==> config.mk <==
export PLATFORM = sky130hd
export DESIGN_NAME = johnson_step_sequencer
export DESIGN_NICKNAME = d
export VERILOG_FILES = /design/src/rtl/jseq_pkg.sv /design/src/rtl/johnson_core.sv /design/src/rtl/johnson_step_sequencer.sv
export SDC_FILE = /design/constraint.sdc
export NUM_CORES = 1
export LEC_CHECK = 0
export BUFFER_PORTS_ARGS = -buffer_cell sky130_fd_sc_hd__buf_2
export CELL_PAD_IN_SITES_DETAIL_PLACEMENT = 2
export CELL_PAD_IN_SITES_GLOBAL_PLACEMENT = 2
export CORE_ASPECT_RATIO = 0.7
export CORE_MARGIN = 1.5
export CORE_UTILIZATION = 32
export DETAILED_ROUTE_END_ITERATION = 7
export GPL_TIMING_DRIVEN = 0
export PLACE_DENSITY = 0.83
export SYNTH_ARGS = -nofsm -noshare
export SYNTH_HDL_FRONTEND = slang
export SYNTH_HIERARCHICAL = 1
export SYNTH_SLANG_ARGS = --single-unit
==> constraint.sdc <==
create_clock -name clk -period 5 [get_ports clk]
set_clock_uncertainty 0.2 [all_clocks]
set_input_delay 0.25 -clock clk [delete_from_list [all_inputs] [get_ports clk]]
set_output_delay 0.25 -clock clk [all_outputs]
set_load 0.02 [all_outputs]
==> src/rtl/jseq_pkg.sv <==
// Shared types and constants for the Johnson step sequencer.
// Holds the FSM state enum, the direction encodings and the phase index width helper.
// No logic, so no latency or backpressure of its own.
package jseq_pkg;

  typedef enum logic [1:0] {
    IDLE = 2'd0,
    RUN  = 2'd1,
    DONE = 2'd2
  } state_e;

  localparam logic DIR_FWD = 1'b0;
  localparam logic DIR_REV = 1'b1;

  // A Johnson counter of width w has 2*w states. The index is kept at least 1 bit wide.
  function automatic int jseq_idx_w(input int width);
    int w;
    w = $clog2(2 * width);
    return (w < 1) ? 1 : w;
  endfunction

endpackage

==> src/rtl/johnson_core.sv <==
// Johnson register only: shifts one position per enabled cycle in the given direction.
// Latency: a shift or clear lands on the edge after en/clr is sampled.
// No backpressure; clr has priority over en, and count holds when neither is set.
module johnson_core
  import jseq_pkg::*;
#(
  parameter int WIDTH = 4
) (
  input  logic             clk,
  input  logic             reset,
  input  logic             en,
  input  logic             dir,
  input  logic             clr,
  output logic [WIDTH-1:0] count
);

  logic [WIDTH-1:0] count_d;
  logic [WIDTH-1:0] count_q;

  // Next value: clear wins, otherwise an enabled forward or reverse Johnson shift.
  always_comb begin
    count_d = count_q;
    if (clr) begin
      count_d = '0;
    end else if (en) begin
      if (dir == DIR_REV) begin
        count_d = {count_q[WIDTH-2:0], ~count_q[WIDTH-1]};
      end else begin
        count_d = {~count_q[0], count_q[WIDTH-1:1]};
      end
    end
  end

  // State register with asynchronous active-low reset.
  always_ff @(posedge clk or negedge reset) begin
    if (!reset) begin
      count_q <= '0;
    end else begin
      count_q <= count_d;
    end
  end

  assign count = count_q;

endmodule

==> src/rtl/johnson_step_sequencer.sv <==
// Runs a Johnson counter for a programmed number of steps under a start/busy/done handshake, with phase decode.
// Latency: first shift one edge after start; done is high the cycle after the last shift; the decode is combinational.
// Backpressure: hold stalls shifting, abort ends the run without done. Build with JSEQ_SELFCHECK_EN for the legality check and err output.
module johnson_step_sequencer
  import jseq_pkg::*;
#(
  parameter int WIDTH = 4,
  parameter int CNT_W = 8,
  localparam int IDX_W = jseq_idx_w(WIDTH)
) (
  input  logic               clk,
  input  logic               reset,
  input  logic               start,
  input  logic [CNT_W-1:0]   num_steps,
  input  logic               dir,
  input  logic               hold,
  input  logic               abort,
  input  logic               clr,
  output logic               busy,
  output logic               done,
  output logic               wrap,
  output logic [WIDTH-1:0]   count,
  output logic [2*WIDTH-1:0] phase,
  output logic [IDX_W-1:0]   phase_idx
`ifdef JSEQ_SELFCHECK_EN
  ,
  output logic               err
`endif
);

  localparam logic [WIDTH-1:0] ALL_ONES = '1;

  state_e           state_d, state_q;
  logic [CNT_W-1:0] steps_d, steps_q;
  logic             dir_d, dir_q;
  logic             wrap_d, wrap_q;
  logic             core_en;
  logic             core_clr;
  logic [WIDTH-1:0] shifted;
  logic [2*WIDTH-1:0] phase_c;
  logic [IDX_W-1:0]   idx_c;
`ifdef JSEQ_SELFCHECK_EN
  logic             legal;
  logic             err_d, err_q;
`endif

  johnson_core #(
    .WIDTH(WIDTH)
  ) u_core (
    .clk  (clk),
    .reset(reset),
    .en   (core_en),
    .dir  (dir_q),
    .clr  (core_clr),
    .count(count)
  );

  // Value the core would take if it shifted this cycle; used to spot a landing on all-zero.
  always_comb begin
    if (dir_q == DIR_REV) begin
      shifted = {count[WIDTH-2:0], ~count[WIDTH-1]};
    end else begin
      shifted = {~count[0], count[WIDTH-1:1]};
    end
  end

  // Decode count against each forward-sequence pattern; no match leaves phase and index at 0.
  always_comb begin
    logic [WIDTH-1:0] pat;
    phase_c = '0;
    idx_c   = '0;
    pat     = '0;
    for (int i = 0; i < 2 * WIDTH; i++) begin
      if (i <= WIDTH) begin
        pat = ~(ALL_ONES >> i);
      end else begin
        pat = ALL_ONES >> (i - WIDTH);
      end
      if (count == pat) begin
        phase_c[i] = 1'b1;
        idx_c      = IDX_W'(i);
      end
    end
  end

`ifdef JSEQ_SELFCHECK_EN
  assign legal = |phase_c;
`endif

  // Sequencer FSM: launch, step counting, stall/abort handling and core control.
  always_comb begin
    state_d  = state_q;
    steps_d  = steps_q;
    dir_d    = dir_q;
    core_en  = 1'b0;
    core_clr = 1'b0;
    unique case (state_q)
      IDLE: begin
        if (clr) begin
          core_clr = 1'b1;
        end else if (start) begin
          if (num_steps != '0) begin
            dir_d   = dir;
            steps_d = num_steps;
            state_d = RUN;
          end else begin
            state_d = DONE;
          end
        end
      end
      RUN: begin
        if (abort) begin
          state_d = IDLE;
        end else if (!hold) begin
          core_en = 1'b1;
          steps_d = steps_q - CNT_W'(1);
          if (steps_q == CNT_W'(1)) begin
            state_d = DONE;
          end
        end
      end
      DONE: begin
        state_d = IDLE;
      end
      default: begin
        state_d = IDLE;
      end
    endcase
`ifdef JSEQ_SELFCHECK_EN
    // An illegal count is scrubbed to zero and the run is dropped without done.
    if (!legal) begin
      core_en  = 1'b0;
      core_clr = 1'b1;
      state_d  = IDLE;
    end
`endif
    wrap_d = core_en && (shifted == '0);
  end

`ifdef JSEQ_SELFCHECK_EN
  // Sticky error flag, set on the first illegal count seen.
  always_comb begin
    err_d = err_q | ~legal;
  end
`endif

  // Control registers with asynchronous active-low reset.
  always_ff @(posedge clk or negedge reset) begin
    if (!reset) begin
      state_q <= IDLE;
      steps_q <= '0;
      dir_q   <= DIR_FWD;
      wrap_q  <= 1'b0;
    end else begin
      state_q <= state_d;
      steps_q <= steps_d;
      dir_q   <= dir_d;
      wrap_q  <= wrap_d;
    end
  end

`ifdef JSEQ_SELFCHECK_EN
  // Error flag register.
  always_ff @(posedge clk or negedge reset) begin
    if (!reset) begin
      err_q <= 1'b0;
    end else begin
      err_q <= err_d;
    end
  end

  assign err = err_q;
`endif

  assign busy      = (state_q == RUN);
  assign done      = (state_q == DONE);
  assign wrap      = wrap_q;
  assign phase     = phase_c;
  assign phase_idx = idx_c;

endmodule

==> results.md <==
- Top sig layer: met4
- MaxCap Viol Count: 0
- # setup viols final: 0
- Vias: 1220
- Wire per inst: 19.4 µm
- Antenna Nets Post-Route: 0
- Worst setup margin: 2.77 ns
- Placement Setup Slack: 2.81 ns
- Library cells used by synthesis: 39
- Row count: 17
- YS warnings: 6
- # IOs: 33
- Hold-fix buffers at CTS: 1
- Clock sinks: 16
- Initial detailed-routing violation count: 34
- Post-route cell area: 1410 µm²
- Status: complete, no violations
- PortBufs: 32
- Total gr overflow: 0
- Fmax: 0.448 GHz
- CP Launch Type: flop
- Hold Path Origin: dir
- Pwr Total: 629 µW
- Worst-Margin Slew: 0.543 ns
- Max incr delay on CP: 0.43 ns
- R2R cell count: 6
- Clk_lat worst skew: 0.26 ns
- Fraction of layout cells with a size suffix above 1: 27.3%
- Routed length on met3: 149 µm
- Reg-to-reg slack, setup: 2.77 ns
- Post-synthesis cell count: 128
- Sequential share of the synthesized area: 35.5%
- Area of the core: 3250 µm²
- P&R area growth vs syn: 25.2%
- Final #Nets: 183
- Root buf cell: clkbuf_8
- Vias per cell: 5.75
- Leading cell type in the layout, fill and taps excluded: buf_2
- Peak VDD IR: 0.000225 V
- Met1 WL: 1960 µm
- First-pass GRT wire length: 6920 µm
- Drt drc: 0
- WP data required: 4.95 ns
- HPWL after DPL: 3070 µm
- RSZ-0062 raised after global routing: no
- Final Instance Count excl. Fillers: 212
- Final number of hold-violating endpoints: 0
- Routed wire length: 4120 µm
- Placed insts: 207
- Total CTS buffers: 3
- Die H: 52.7 µm
- Placed Instance Area: 1350 µm²
- Mapped Avg Cell Area: 8.81 µm²
- Vias in the first global route: 1300
- Most frequent cells in the layout: buf_2, dfrtp_1, nor2_1
- Critical path buffers and inverters: 3
- Hold Path Class: in -> reg
- Critical Path Source: state_q[0]$_DFFE_PN0P_
- Slew Limit Fails: 0
- GRT Util Overall: 24.3%
- Largest net degree at the start of global routing: 17
- Die Area: 3890 µm²
- TritonRoute pass-1 iters: 4
- CTS tree: built
- CTS-repair resized insts: 0
- Worst hold path depth: 2
- CTS clock-pin slew for the worst setup and hold paths: 0.07 ns
- FF-to-FF End: u_core/count[3]$_DFFE_PN0P_
- Setup repair bufs after CTS: 0
- Number of synthesized register bits: 16
- Fin crit share: 44.7%
- CP Cell Sequence: nand2b_1 -> nor3_1 -> buf_2 -> clkbuf_2 -> inv_1 -> o41ai_2
- Peak fanout along the critical path: 10
- Cell family contributing the most delay on the critical path: buffers and inverters
- P_leak: 0.622 nW
- Maximum level of the CTS H-tree: 1
- Final min period: 2.23 ns
- Setup TNS: 0 ns
- PwrDens: 446 nW/µm²
- Routed wl met2: 1950 µm
- CP max stage cell: dfrtp_1
- GPL Wtd Cong: 0.823
- Rel. slew slack: 63.5%
- Initial antenna violation count: 0
- Critical Path AT: 2.18 ns
- Number of diodes: 0
- Hold endpoint: dir_q$_DFFE_PN0P_
- Starting Density: 34.6%
- Die Wd: 73.9 µm
- Critical path endpoint category: flop
- Post-synth net total: 145
- Reg-to-reg startpoint: state_q[0]$_DFFE_PN0P_
- Crit path kind: reg -> reg
- Max Buffers Root-to-Sink: 2
- Synth Cell Area: 1130 µm²
[metal layers]
layer,GRT usage (%),up-vias
met4,6.79,0
li1,-,555
met1,33.0,622
met2,39.4,35
met5,0,-
met3,4.42,8
[state kept, by name, indices dropped and copies added (netlist names)]
register / count
dir_q: 1
wrap: 1
state_q: 2
u_core/count: 4
steps_q: 8
[layout make-up]
cell class | count | area (µm²)
Multi-Input combinational cell | 98 | 671
Timing Repair Buffer | 33 | 170
Inverter | 4 | 15.0
Sequential cell | 16 | 400
Tap cell | 47 | 58.8
Fill cell | 361 | 1840
Buffer | 10 | 41.3
Clock buffer | 4 | 55.1
[worst max path at each step]
| stage | end | cells after the start |
|---|---|---|
| floorplan | phase[7] | 2 |
| global placement | steps_q[2]$_DFFE_PN0P_ | 6 |
| detailed placement | u_core/count[3]$_DFFE_PN0P_ | 6 |
| CTS | u_core/count[3]$_DFFE_PN0P_ | 6 |
| global route | u_core/count[3]$_DFFE_PN0P_ | 6 |
| finish | u_core/count[3]$_DFFE_PN0P_ | 6 |
[cell families after synthesis]
family,after synthesis,synth area share [%]
compound gates,36,24.5
mux,5,4.55
simple gates,55,28.2
buf+inv,14,4.99
fa+ha+maj,2,2.22
flops,16,35.5
[where the power goes]
part           switching [mW]  total [mW]  internal (mW)
logic                   0.174       0.282          0.108
clock network          0.0547       0.125         0.0702
registers              0.0520       0.223          0.171
total                   0.281       0.629          0.349
[synthesized netlist by cell type]
master,instances,share of area [%]
a211oi_1,2,1.3
a211oi_2,1,1.1
a21boi_1,1,0.67
a21o_1,1,0.67
a21oi_1,7,3.1
a311oi_1,1,0.78
and2_1,2,1.1
and2b_1,1,0.67
buf_1,1,0.33
buf_2,2,0.89
clkbuf_1,6,2.0
clkbuf_2,1,0.44
dfrtp_1,16,36
ha_1,2,2.2
inv_1,4,1.3
mux2_2,1,1.0
mux2i_1,4,3.6
nand2_1,6,2.0
nand2b_1,7,3.9
nand4b_1,1,0.78
nor2_1,11,3.7
nor2b_1,5,2.8
nor3_1,7,3.1
nor3b_1,2,1.3
nor4_1,6,3.3
nor4_2,1,1.1
nor4b_1,2,1.6
o2111ai_1,2,1.6
o211ai_1,4,2.7
o21a_1,2,1.3
o21ai_0,3,1.3
o21ai_2,1,0.78
o221ai_1,3,2.3
o22a_1,1,0.78
o2bb2ai_1,6,4.7
o41ai_2,1,1.4
or3_1,2,1.1
or3b_1,1,0.78
or4_4,1,1.0
[per-stage QoR]
stage          hold WS, ns  util, %
2_1_floorplan       -0.246        -
3_3_place_gp      -0.00436     41.4
3_5_place_dp       0.00573     41.4
4_1_cts             0.0255     43.4
5_1_grt             0.0203     43.4
6_report            0.0236     43.4
Power figures use the tool's default switching activity.
